### src/rtl/bram_rd_arbiter_if.sv
// Read-port bundle between both clients, the arbiter and BRAM port 0.
// Ports: core req/addr/gnt/valid/data/err, same for renderer, BRAM addr0/ce0/we0/q0.
// slave = arbiter side, master = client + BRAM side.
interface bram_rd_arbiter_if #(
    parameter int DWIDTH = 32,
    parameter int AWIDTH = 4
);
    logic              i_core_req;
    logic [AWIDTH-1:0] i_core_addr;
    logic              o_core_gnt;
    logic              o_core_valid;
    logic [DWIDTH-1:0] o_core_data;
    logic              o_core_err;

    logic              i_rend_req;
    logic [AWIDTH-1:0] i_rend_addr;
    logic              o_rend_gnt;
    logic              o_rend_valid;
    logic [DWIDTH-1:0] o_rend_data;
    logic              o_rend_err;

    logic [AWIDTH-1:0] o_bram_addr0;
    logic              o_bram_ce0;
    logic              o_bram_we0;
    logic [DWIDTH-1:0] i_bram_q0;

    modport slave (
        input  i_core_req, i_core_addr,
        output o_core_gnt, o_core_valid, o_core_data, o_core_err,
        input  i_rend_req, i_rend_addr,
        output o_rend_gnt, o_rend_valid, o_rend_data, o_rend_err,
        output o_bram_addr0, o_bram_ce0, o_bram_we0,
        input  i_bram_q0
    );

    modport master (
        output i_core_req, i_core_addr,
        input  o_core_gnt, o_core_valid, o_core_data, o_core_err,
        output i_rend_req, i_rend_addr,
        input  o_rend_gnt, o_rend_valid, o_rend_data, o_rend_err,
        input  o_bram_addr0, o_bram_ce0, o_bram_we0,
        output i_bram_q0
    );
endinterface

### src/rtl/bram_rd_arbiter.sv
// Core/renderer read arbiter for tetromino BRAM port 0, fixed 2-cycle return.
// Ports: s00_axi_aclk, s00_axi_aresetn (async, active-low), bus (slave modport).
// Macro BRAM_RD_ARB_STARVE_GUARD_EN adds the renderer starvation guard.
module bram_rd_arbiter #(
    parameter int DWIDTH       = 32,
    parameter int AWIDTH       = 4,
    parameter int MEM_DEPTH    = 10,
    parameter int STARVE_LIMIT = 4
) (
    input  logic             s00_axi_aclk,
    input  logic             s00_axi_aresetn,
    bram_rd_arbiter_if.slave bus
);
    localparam logic OWN_CORE = 1'b0;
    localparam logic OWN_REND = 1'b1;
    localparam logic [AWIDTH:0] DEPTH = (AWIDTH + 1)'(MEM_DEPTH);

    if (STARVE_LIMIT < 1 || STARVE_LIMIT > 15) begin : g_bad_limit
        $error("STARVE_LIMIT out of range");
    end

    logic              core_ok;
    logic              rend_ok;
    logic              force_rend;
    logic              core_win;
    logic              rend_win;
    logic              any_win;
    logic [AWIDTH-1:0] win_addr;
    logic              win_err;
    logic [AWIDTH-1:0] addr_q;
    logic              s1_valid;
    logic              s1_owner;
    logic              s1_err;
    logic [DWIDTH-1:0] ret_data;

    assign core_ok = {1'b0, bus.i_core_addr} < DEPTH;
    assign rend_ok = {1'b0, bus.i_rend_addr} < DEPTH;

`ifdef BRAM_RD_ARB_STARVE_GUARD_EN
    localparam logic [3:0] LIMIT = 4'(STARVE_LIMIT);

    logic [3:0] starve_cnt;

    assign force_rend = (starve_cnt == LIMIT);

    always_ff @(posedge s00_axi_aclk or negedge s00_axi_aresetn) begin
        if (!s00_axi_aresetn) begin
            starve_cnt <= '0;
        end else if (bus.i_rend_req && !rend_win) begin
            starve_cnt <= force_rend ? LIMIT : starve_cnt + 4'd1;
        end else begin
            starve_cnt <= '0;
        end
    end
`else
    assign force_rend = 1'b0;
`endif

    // Reset gates the grants so a held req is ignored until release.
    assign core_win = s00_axi_aresetn && bus.i_core_req
                   && !(bus.i_rend_req && force_rend);
    assign rend_win = s00_axi_aresetn && bus.i_rend_req && !core_win;
    assign any_win  = core_win || rend_win;

    assign win_addr = core_win ? bus.i_core_addr : bus.i_rend_addr;
    assign win_err  = core_win ? !core_ok : !rend_ok;

    assign bus.o_core_gnt   = core_win;
    assign bus.o_rend_gnt   = rend_win;
    assign bus.o_bram_ce0   = any_win && !win_err;
    assign bus.o_bram_addr0 = any_win ? win_addr : addr_q;
    assign bus.o_bram_we0   = 1'b0;

    // Stage 1: tag for the cycle in which the BRAM performs the read.
    always_ff @(posedge s00_axi_aclk or negedge s00_axi_aresetn) begin
        if (!s00_axi_aresetn) begin
            addr_q   <= '0;
            s1_valid <= 1'b0;
            s1_owner <= OWN_CORE;
            s1_err   <= 1'b0;
        end else begin
            if (any_win) begin
                addr_q <= win_addr;
            end
            s1_valid <= any_win;
            s1_owner <= rend_win ? OWN_REND : OWN_CORE;
            s1_err   <= win_err;
        end
    end

    assign ret_data = s1_err ? '0 : bus.i_bram_q0;

    // Stage 2: steer the returned word to its owner; data holds otherwise.
    always_ff @(posedge s00_axi_aclk or negedge s00_axi_aresetn) begin
        if (!s00_axi_aresetn) begin
            bus.o_core_valid <= 1'b0;
            bus.o_core_err   <= 1'b0;
            bus.o_core_data  <= '0;
            bus.o_rend_valid <= 1'b0;
            bus.o_rend_err   <= 1'b0;
            bus.o_rend_data  <= '0;
        end else begin
            bus.o_core_valid <= s1_valid && (s1_owner == OWN_CORE);
            bus.o_core_err   <= s1_valid && (s1_owner == OWN_CORE) && s1_err;
            bus.o_rend_valid <= s1_valid && (s1_owner == OWN_REND);
            bus.o_rend_err   <= s1_valid && (s1_owner == OWN_REND) && s1_err;
            if (s1_valid && (s1_owner == OWN_CORE)) begin
                bus.o_core_data <= ret_data;
            end
            if (s1_valid && (s1_owner == OWN_REND)) begin
                bus.o_rend_data <= ret_data;
            end
        end
    end
endmodule
### src/flat_wrapper.sv
// flat-port wrapper written by rule: the top's interface ports become plain ports
module bram_rd_arbiter_flat 
#(
    parameter int DWIDTH       = 32,
    parameter int AWIDTH       = 4,
    parameter int MEM_DEPTH    = 10,
    parameter int STARVE_LIMIT = 4
)
  (s00_axi_aclk, s00_axi_aresetn, bus_i_core_req, bus_i_core_addr, bus_o_core_gnt, bus_o_core_valid, bus_o_core_data, bus_o_core_err, bus_i_rend_req, bus_i_rend_addr, bus_o_rend_gnt, bus_o_rend_valid, bus_o_rend_data, bus_o_rend_err, bus_o_bram_addr0, bus_o_bram_ce0, bus_o_bram_we0, bus_i_bram_q0);
  bram_rd_arbiter_if #(.DWIDTH(DWIDTH), .AWIDTH(AWIDTH)) bus_i ();
  input  logic s00_axi_aclk;
  input  logic s00_axi_aresetn;
  input wire logic [$bits(bus_i.i_core_req)-1:0] bus_i_core_req;
  input wire logic [$bits(bus_i.i_core_addr)-1:0] bus_i_core_addr;
  output wire logic [$bits(bus_i.o_core_gnt)-1:0] bus_o_core_gnt;
  output wire logic [$bits(bus_i.o_core_valid)-1:0] bus_o_core_valid;
  output wire logic [$bits(bus_i.o_core_data)-1:0] bus_o_core_data;
  output wire logic [$bits(bus_i.o_core_err)-1:0] bus_o_core_err;
  input wire logic [$bits(bus_i.i_rend_req)-1:0] bus_i_rend_req;
  input wire logic [$bits(bus_i.i_rend_addr)-1:0] bus_i_rend_addr;
  output wire logic [$bits(bus_i.o_rend_gnt)-1:0] bus_o_rend_gnt;
  output wire logic [$bits(bus_i.o_rend_valid)-1:0] bus_o_rend_valid;
  output wire logic [$bits(bus_i.o_rend_data)-1:0] bus_o_rend_data;
  output wire logic [$bits(bus_i.o_rend_err)-1:0] bus_o_rend_err;
  output wire logic [$bits(bus_i.o_bram_addr0)-1:0] bus_o_bram_addr0;
  output wire logic [$bits(bus_i.o_bram_ce0)-1:0] bus_o_bram_ce0;
  output wire logic [$bits(bus_i.o_bram_we0)-1:0] bus_o_bram_we0;
  input wire logic [$bits(bus_i.i_bram_q0)-1:0] bus_i_bram_q0;
  assign bus_i.i_core_req = bus_i_core_req;
  assign bus_i.i_core_addr = bus_i_core_addr;
  assign bus_o_core_gnt = bus_i.o_core_gnt;
  assign bus_o_core_valid = bus_i.o_core_valid;
  assign bus_o_core_data = bus_i.o_core_data;
  assign bus_o_core_err = bus_i.o_core_err;
  assign bus_i.i_rend_req = bus_i_rend_req;
  assign bus_i.i_rend_addr = bus_i_rend_addr;
  assign bus_o_rend_gnt = bus_i.o_rend_gnt;
  assign bus_o_rend_valid = bus_i.o_rend_valid;
  assign bus_o_rend_data = bus_i.o_rend_data;
  assign bus_o_rend_err = bus_i.o_rend_err;
  assign bus_o_bram_addr0 = bus_i.o_bram_addr0;
  assign bus_o_bram_ce0 = bus_i.o_bram_ce0;
  assign bus_o_bram_we0 = bus_i.o_bram_we0;
  assign bus_i.i_bram_q0 = bus_i_bram_q0;
  bram_rd_arbiter #(.DWIDTH(DWIDTH), .AWIDTH(AWIDTH), .MEM_DEPTH(MEM_DEPTH), .STARVE_LIMIT(STARVE_LIMIT)) u_core (.s00_axi_aclk(s00_axi_aclk), .s00_axi_aresetn(s00_axi_aresetn), .bus(bus_i));
endmodule
### config.mk
export PLATFORM = sky130hd
export DESIGN_NAME = bram_rd_arbiter_flat
export DESIGN_NICKNAME = d
export VERILOG_FILES = /design/src/rtl/bram_rd_arbiter_if.sv /design/src/rtl/bram_rd_arbiter.sv /design/src/flat_wrapper.sv
export SDC_FILE = /design/constraint.sdc
export NUM_CORES = 1
export LEC_CHECK = 0
export ABC_AREA = 1
export BUFFER_PORTS_ARGS = -buffer_cell sky130_fd_sc_hd__buf_4
export CORE_MARGIN = 3
export CORE_UTILIZATION = 40
export CTS_CLUSTER_SIZE = 16
export DETAILED_ROUTE_END_ITERATION = 10
export PLACE_DENSITY = 0.7
export SLEW_MARGIN = 5
export SYNTH_ARGS = -nofsm -noshare
export SYNTH_HDL_FRONTEND = slang
export SYNTH_SLANG_ARGS = --single-unit
### constraint.sdc
create_clock -name s00_axi_aclk -period 1 [get_ports s00_axi_aclk]
set_clock_uncertainty 0.05 [all_clocks]
set_input_delay 0.1 -clock s00_axi_aclk [delete_from_list [all_inputs] [get_ports s00_axi_aclk]]
set_output_delay 0.1 -clock s00_axi_aclk [all_outputs]
set_load 0.005 [all_outputs]
Yosys cells after proc, flatten, opt, wreduce, memory -nomap -nowiden
Index checks and enable logic that the tools add are counted.
- bits in writable memories: 0
- input port bits: 44
- bits in registers: 75
- output and inout bits: 76
- memories: 0
- latch bits: 0
- ROM bits: 0
- word-level logic and storage cells: 31
- shift-type cells: 0
- equal/unequal tests: 0
- bitwise logic cells: 1
- add/subtract/negate cells: 0
- mux-type cells: 5
- divide/modulo/power cells: 0
- $mul: 0
- reduce and logical (&&, ||, !) cells: 13
- order comparisons: 2
- operators with widths (kind ; count):
    32-bit 2-to-1 mux ; 1
    1-bit logical AND ; 8
    4-bit < comparator, second input constant ; 2
    4-bit 2-to-1 mux ; 2
    1-bit zero test ; 4
    1-bit 2-to-1 mux ; 2
    1-bit logical OR ; 1
    1-bit inverter ; 1

Longest topological paths before layout
Gate-level depths: netlist of the first run.
- depth after elaboration: 5
- mapped depth: 6

Least setup slack after synthesis of the first run
No wires, ideal clock.
- path type: flip-flop to flip-flop
- start: register u_core.s1_owner
- end: register u_core.bus.o_rend_data[10]
- required time: 0.834 ns
- stages on the path, launching flop included: 7
- slack: -0.035 ns
- buffers on the path: 2
- arrival time: 0.868 ns
- path through: dfrtp_1 -> buf_4 -> nand2_4 -> inv_4 -> buf_6 -> nand2_1 -> nand2_1
- cells in the longest elaborated chain, start to end: 1
- ends and longest elaborated chain (element ; RTL line ; text):
    start, declared ; bram_rd_arbiter.sv:32 ; logic s1_owner;
    start signal, assigned ; bram_rd_arbiter.sv:86 ; s1_owner <= rend_win ? OWN_REND : OWN_CORE;
    1-bit logical AND ; bram_rd_arbiter.sv:110 ; if (s1_valid && (s1_owner == OWN_REND)) begin
    end signal, assigned ; bram_rd_arbiter.sv:111 ; bus.o_rend_data <= ret_data;
    end, declared ; bram_rd_arbiter_if.sv:31 ; output o_rend_gnt, o_rend_valid, o_rend_data, o_rend_err,
Every way passes these cells.
A chain may end at the register's enable or synchronous reset.

Worst setup path in the final report of the first run
- start: register u_core.s1_owner
- end: register u_core.bus.o_rend_data[31]
Same word-level chain as after synthesis.

==> results of run 1 <==
stage by stage:
stage	hold slack, ps	cell area [µm²]	util (%)	total power, mW
floorplan	-246	3230	-	4.64
global placement	249	4280	55.2	5.89
detailed placement	242	4280	55.2	5.94
CTS	-59.8	5600	72.1	9.52
global route	-48.7	6190	79.7	10.8
finish	-39.1	6190	79.7	10.3
synth_stat cells, drive strengths merged:
cell type	instances	area [µm²]
buf	19	138
clkbuf	2	10.0
conb	1	3.75
dfrtp	75	1880
inv	43	164
nand2	173	657
nand3	9	45.0
nand3b	1	7.51
nor2	38	159
nor3	1	5.00
o21ai	32	160
layout make-up:
| cell class | instances | area [µm²] |
|---|---|---|
| Inverter | 43 | 190 |
| Tap cell | 102 | 128 |
| Timing Repair inverter | 3 | 38.8 |
| Timing Repair Buffer | 222 | 2250 |
| Clock inverter | 5 | 77.6 |
| Multi-Input combinational cell | 255 | 1500 |
| Sequential cell | 75 | 1880 |
| Clock buffer | 11 | 131 |
| Fill cell | 473 | 1570 |
cells by family (layout without fill, tap and decap cells):
logic type      after synthesis  in the layout  synth area share (%)
buf+inv                      64            284                  9.66
other cells                   1              1                 0.116
flops                        75             75                  58.2
simple gates                222            222                  27.1
compound gates               32             32                  4.96
flip-flops by register name, summed over array words and instances (netlist names):
register                 count
u_core.bus.o_rend_valid      1
u_core.s1_valid              1
u_core.bus.o_core_data      32
u_core.addr_q                4
u_core.bus.o_core_valid      1
u_core.s1_owner              1
u_core.bus.o_rend_data      32
u_core.bus.o_rend_err        1
u_core.bus.o_core_err        1
u_core.s1_err                1
where the power goes:
part           switching [mW]  leakage (nW)  internal (mW)
combinational            1.44          2.34           2.31
sequential              0.445         0.946           3.57
clock                    1.14         0.103           1.40
total                    3.03          3.39           7.28
repair_timing:
item                                   CTS  global route
resized for setup                      151           109
gates cloned                             9             4
endpoints found under the hold margin   79             2
setup endpoints to repair              138           184
pin swaps                               31            46
buffers inserted                        42            41
worst max-delay path: stages, from the launching register on:
cell     delay, ps
dfrtp_2        430
buf_12         160
nand2_8        110
buf_12         140
buf_12         160
nand2_4         60
nand2_2         70
worst max path at each step:
stage / end / slack, ps / cells after the start
floorplan: u_core.bus.o_rend_data[10]$_DFFE_PN0P_ / -5 / 6
global placement: u_core.bus.o_rend_data[1]$_DFFE_PN0P_ / -120 / 5
detailed placement: u_core.bus.o_rend_data[29]$_DFFE_PN0P_ / -160 / 5
CTS: bus_o_bram_addr0[3] / -200 / 3
global route: u_core.bus.o_rend_data[31]$_DFFE_PN0P_ / -260 / 6
finish: u_core.bus.o_rend_data[31]$_DFFE_PN0P_ / -230 / 6
per-layer routing:
layer	routed length [µm]	track usage [%]	up-vias
met4	444	9.48	0
met3	772	5.39	45
met5	0	0	-
met1	4780	28.8	1711
li1	-	-	1620
met2	6140	39.6	147
==> metrics, run 1 <==
worst hold stages 3; TritonCTS buffer count 9; Power Density 1660 nW/µm²; final hold slack -39.1 ps; fin crit share 123%; Worst Slack Setup Final -232 ps; pin count of the biggest net entering global routing 43; CTS Hold Buffers Added 1; Syn Nets 438; max_cap viols 0; routed vias 3523; Starting Density 41.5%; gr usage total 23.4%; Post-DRT Antenna Nets 0; Clock transition at path regs 80 ps; GPL Wtd Cong 0.778; Finished Layout Cells 716; latest clock arrival within the worst-skew pair 340 ps; dpl ws -164 ps; drt drc 0; min-delay src bus_i_core_addr[0]; Clock Path Buffers 2; hold path endpoint u_core.addr_q[0]$_DFF_PN0_; routed length per instance 16.9 µm; drt total wl 12100 µm; crit path launch type flop; diode count 0; Final Hold Fails 2; crit path launch u_core.s1_owner$_DFF_PN0_; post-synthesis sequential area ratio 58.2%; synth warn 0; worst r2r path cells 6; Pleak 3.39 nW; Netlist Area Pre-Place 3230 µm²; Synth Register Bits 75; Die H 95.8 µm; reg2reg end u_core.bus.o_rend_data[31]$_DFFE_PN0P_; status finished, violations left; P&R area growth vs syn 92.0%; initial antenna violation count 0; crit path kind reg -> reg; First-pass DRT Iterations 4; CP Capture Type flop; First DRT Iteration DRCs 152; Final min period 1230 ps; Hold WC Path Type in -> reg; failing checks hold timing, setup timing; CP max FO 8; R2R Path Start u_core.s1_owner$_DFF_PN0_; clock root cell clkbuf_8; first-pass GRT wire length 16300 µm; Layout Nets 653; Final setup viols 131; Fmax 812 MHz; R2R Setup Slk -230 ps; H-tree lvl count 3; vias in the first global route 3326; # IOs 120; core area 7770 µm²; peak supply drop 0.991 mV; WP data required 1230 ps; unrepaired setup endpoints after global routing true; row cnt 32; Avg Cell Area, Syn 8.19 µm²; CTS tree done; critical path arrival 1460 ps; share of layout cells above drive strength 1 59.1%; Max Transition Viols Final 0; Die X 95.8 µm; I/O Buffers 118; GRT overflow 0; Synth cell types 18; CTS Sinks 75; setup_tns -12460 ps; Total Die Area 9180 µm²; most common cell after layout, fill and taps aside buf_4; Synth Instances 394; most frequent cells in the layout buf_4 (121), nand2_1 (94), buf_6 (79), dfrtp_1 (73), nand2_2 (62); dpl cells 612; Final HPWL DP 5900 µm; Vias/cell 4.92
Power figures use the tool's default switching activity.
==> run 2, diff against run 1 <==
Settings changed: CORE_MARGIN 3 to unset, CTS_BUF_LIST set to sky130_fd_sc_hd__clkbuf_4 sky130_fd_sc_hd__clkbuf_8 sky130_fd_sc_hd__clkbuf_16.
==> metrics, run 2 (synthesis results as in run 1) <==
status finished, violations left (unchanged); failing checks hold timing, setup timing (unchanged); Starting Density 41.5% (unchanged); initial antenna violation count 0 (unchanged); Final HPWL DP 5680 µm (was 5900 µm); Clock Path Buffers 2 (unchanged); biggest regs u_core.bus.o_core_data x32, u_core.bus.o_rend_data x32, u_core.addr_q x4 (unchanged); worst hold stages 3 (unchanged); Area after DPL 4350 µm² (was 4280 µm²); Power Density 1650 nW/µm² (was 1660 nW/µm²); Power Internal 7.05 mW (was 7.28 mW); CTS Hold Buffers Added 1 (unchanged); fin area 5980 µm² (was 6190 µm²); final hold slack -42.6 ps (was -39.1 ps); TritonCTS buffer count 9 (unchanged); Reg power frac 40.4% (was 38.9%); combinational share of power 34.3% (was 36.4%); Pleak 3.33 nW (was 3.39 nW); CP Capture Type flop (unchanged); First-pass DRT Iterations 4 (unchanged); Hold WC Path Type in -> reg (unchanged); gr usage total 23.3% (was 23.4%); core area 7770 µm² (unchanged); row cnt 32 (unchanged); CTS Sinks 75 (unchanged); unrepaired setup endpoints after global routing true (unchanged); Layout Nets 633 (was 653); Final min period 1230 ps (about the same); GRT overflow 0 (unchanged); diode count 0 (unchanged); vias in the first global route 3149 (was 3326); P_sw 2.84 mW (was 3.03 mW); CP max FO 7 (was 8); WP data required 1240 ps (was 1230 ps); most common cell after layout, fill and taps aside buf_4 (unchanged); clock root cell clkbuf_8 (unchanged); first-pass GRT wire length 15200 µm (was 16300 µm); Util after Layout 77.0% (was 79.7%); drt total wl 10900 µm (was 12100 µm); First DRT Iteration DRCs 118 (was 152); Worst Slack Setup Final -229 ps (was -232 ps); crit path kind reg -> reg (unchanged); filler cell count 505 (was 473); crit path launch type flop (unchanged); CTS tree done (unchanged); fin crit share 123% (about the same); Die H 91.8 µm (was 95.8 µm); storage element area 1880 µm² (about the same); Die X 91.8 µm (was 95.8 µm); Multi-input gate area 1440 µm² (was 1500 µm²); Final setup viols 135 (was 131); latest clock arrival within the worst-skew pair 350 ps (was 340 ps); routed length per instance 15.6 µm (was 16.9 µm); critical path arrival 1470 ps (was 1460 ps); routed vias 3351 (was 3523); I/O Buffers 118 (unchanged); Clk pwr share 25.3% (was 24.6%); Max Transition Viols Final 0 (unchanged); drt drc 0 (unchanged); max_cap viols 0 (unchanged); Final Hold Fails 4 (was 2); Net Sw Frac 28.7% (was 29.4%); P&R area growth vs syn 85.5% (was 92.0%); Total Die Area 8430 µm² (was 9180 µm²); H-tree lvl count 3 (unchanged); Clock transition at path regs 80 ps (about the same); Post-DRT Antenna Nets 0 (unchanged); Fmax 813 MHz (was 812 MHz); GPL Wtd Cong 0.754 (was 0.778); Vias/cell 4.81 (was 4.92); most frequent cells in the layout buf_4 (99), nand2_1 (92), buf_6 (83), dfrtp_1 (74), nand2_2 (63) (was buf_4 (121), nand2_1 (94), buf_6 (79), dfrtp_1 (73), nand2_2 (62)); worst r2r path cells 6 (unchanged); peak supply drop 1.00 mV (was 0.991 mV); pin count of the biggest net entering global routing 71 (was 43); # IOs 120 (unchanged); share of layout cells above drive strength 1 56.7% (was 59.1%)
run 2: worst max-delay path, cell delays in order (launching register included):
cell,delay [ps]
dfrtp_2,420
clkinv_4,120
nor2_8,170
buf_12,140
clkbuf_16,160
nand2_2,40
nand2_1,70
run 2: worst paths after layout:
path                                       startpoint                               endpoint  slack [ps]
max                         u_core.s1_valid$_DFF_PN0_  u_core.bus.o_core_data[0]$_DFFE_PN0P_        -230
max in group asynchronous             s00_axi_aresetn  u_core.bus.o_rend_data[2]$_DFFE_PN0P_         140
min                                bus_i_core_addr[0]             u_core.addr_q[0]$_DFF_PN0_         -40
min reg2reg                u_core.addr_q[0]$_DFF_PN0_             u_core.addr_q[0]$_DFF_PN0_         460
max reg2reg                 u_core.s1_valid$_DFF_PN0_  u_core.bus.o_core_data[0]$_DFFE_PN0P_        -230
min in group asynchronous             s00_axi_aresetn             u_core.addr_q[2]$_DFF_PN0_         320
run 2: cell type report:
class,instances,area share (%)
clock buffers,13,2.89
clock inverters,3,0.753
inverters,43,3.22
multi-input cells,255,24.0
flip-flops and latches,75,31.4
well taps,102,2.13
repair buffers,202,34.9
repair inverters,3,0.711
run 2: routing by layer:
metal / track usage [%] / vias up / wire [µm]
met3: 4.39 / 7 / 626
met5: 0 / - / 0
met4: 6.64 / 0 / 124
li1: - / 1575 / -
met1: 31.3 / 1656 / 4360
met2: 38.8 / 113 / 5740
run 2: per-stage QoR:
stage	hold slack, ps	worst slack, ps	power, mW	std cells	TNS [ps]
after detailed placement	-13.5	-105	5.95	619	-5890
after CTS	-44.1	-200	9.28	669	-10680
after global routing	-40.3	-269	10.4	696	-16090
final	-42.6	-229	9.88	696	-12400
after global placement	-12.9	-76.3	5.88	619	-4190
after floorplan	-246	-5.34	4.64	394	-152
run 2: power groups by stage:
| stage | Sequential, mW | Combinational, mW | Clock [mW] |
|---|---|---|---|
| after global routing | 4.04 | 3.65 | 2.67 |
| final | 4.00 | 3.39 | 2.50 |
| after global placement | 3.92 | 1.96 | 0 |
| after detailed placement | 3.93 | 2.02 | 0 |
| after CTS | 3.97 | 2.79 | 2.51 |
| after floorplan | 3.93 | 0.710 | 0 |
run 2: what timing repair did:
| action | CTS | global route |
|---|---|---|
| setup buffers | 29 | 26 |
| pin swaps | 13 | 39 |
| gates resized for setup | 111 | 129 |
| setup endpoints to repair | 138 | 211 |
| cloned | 4 | 7 |
| endpoints found under the hold margin | 79 | 4 |
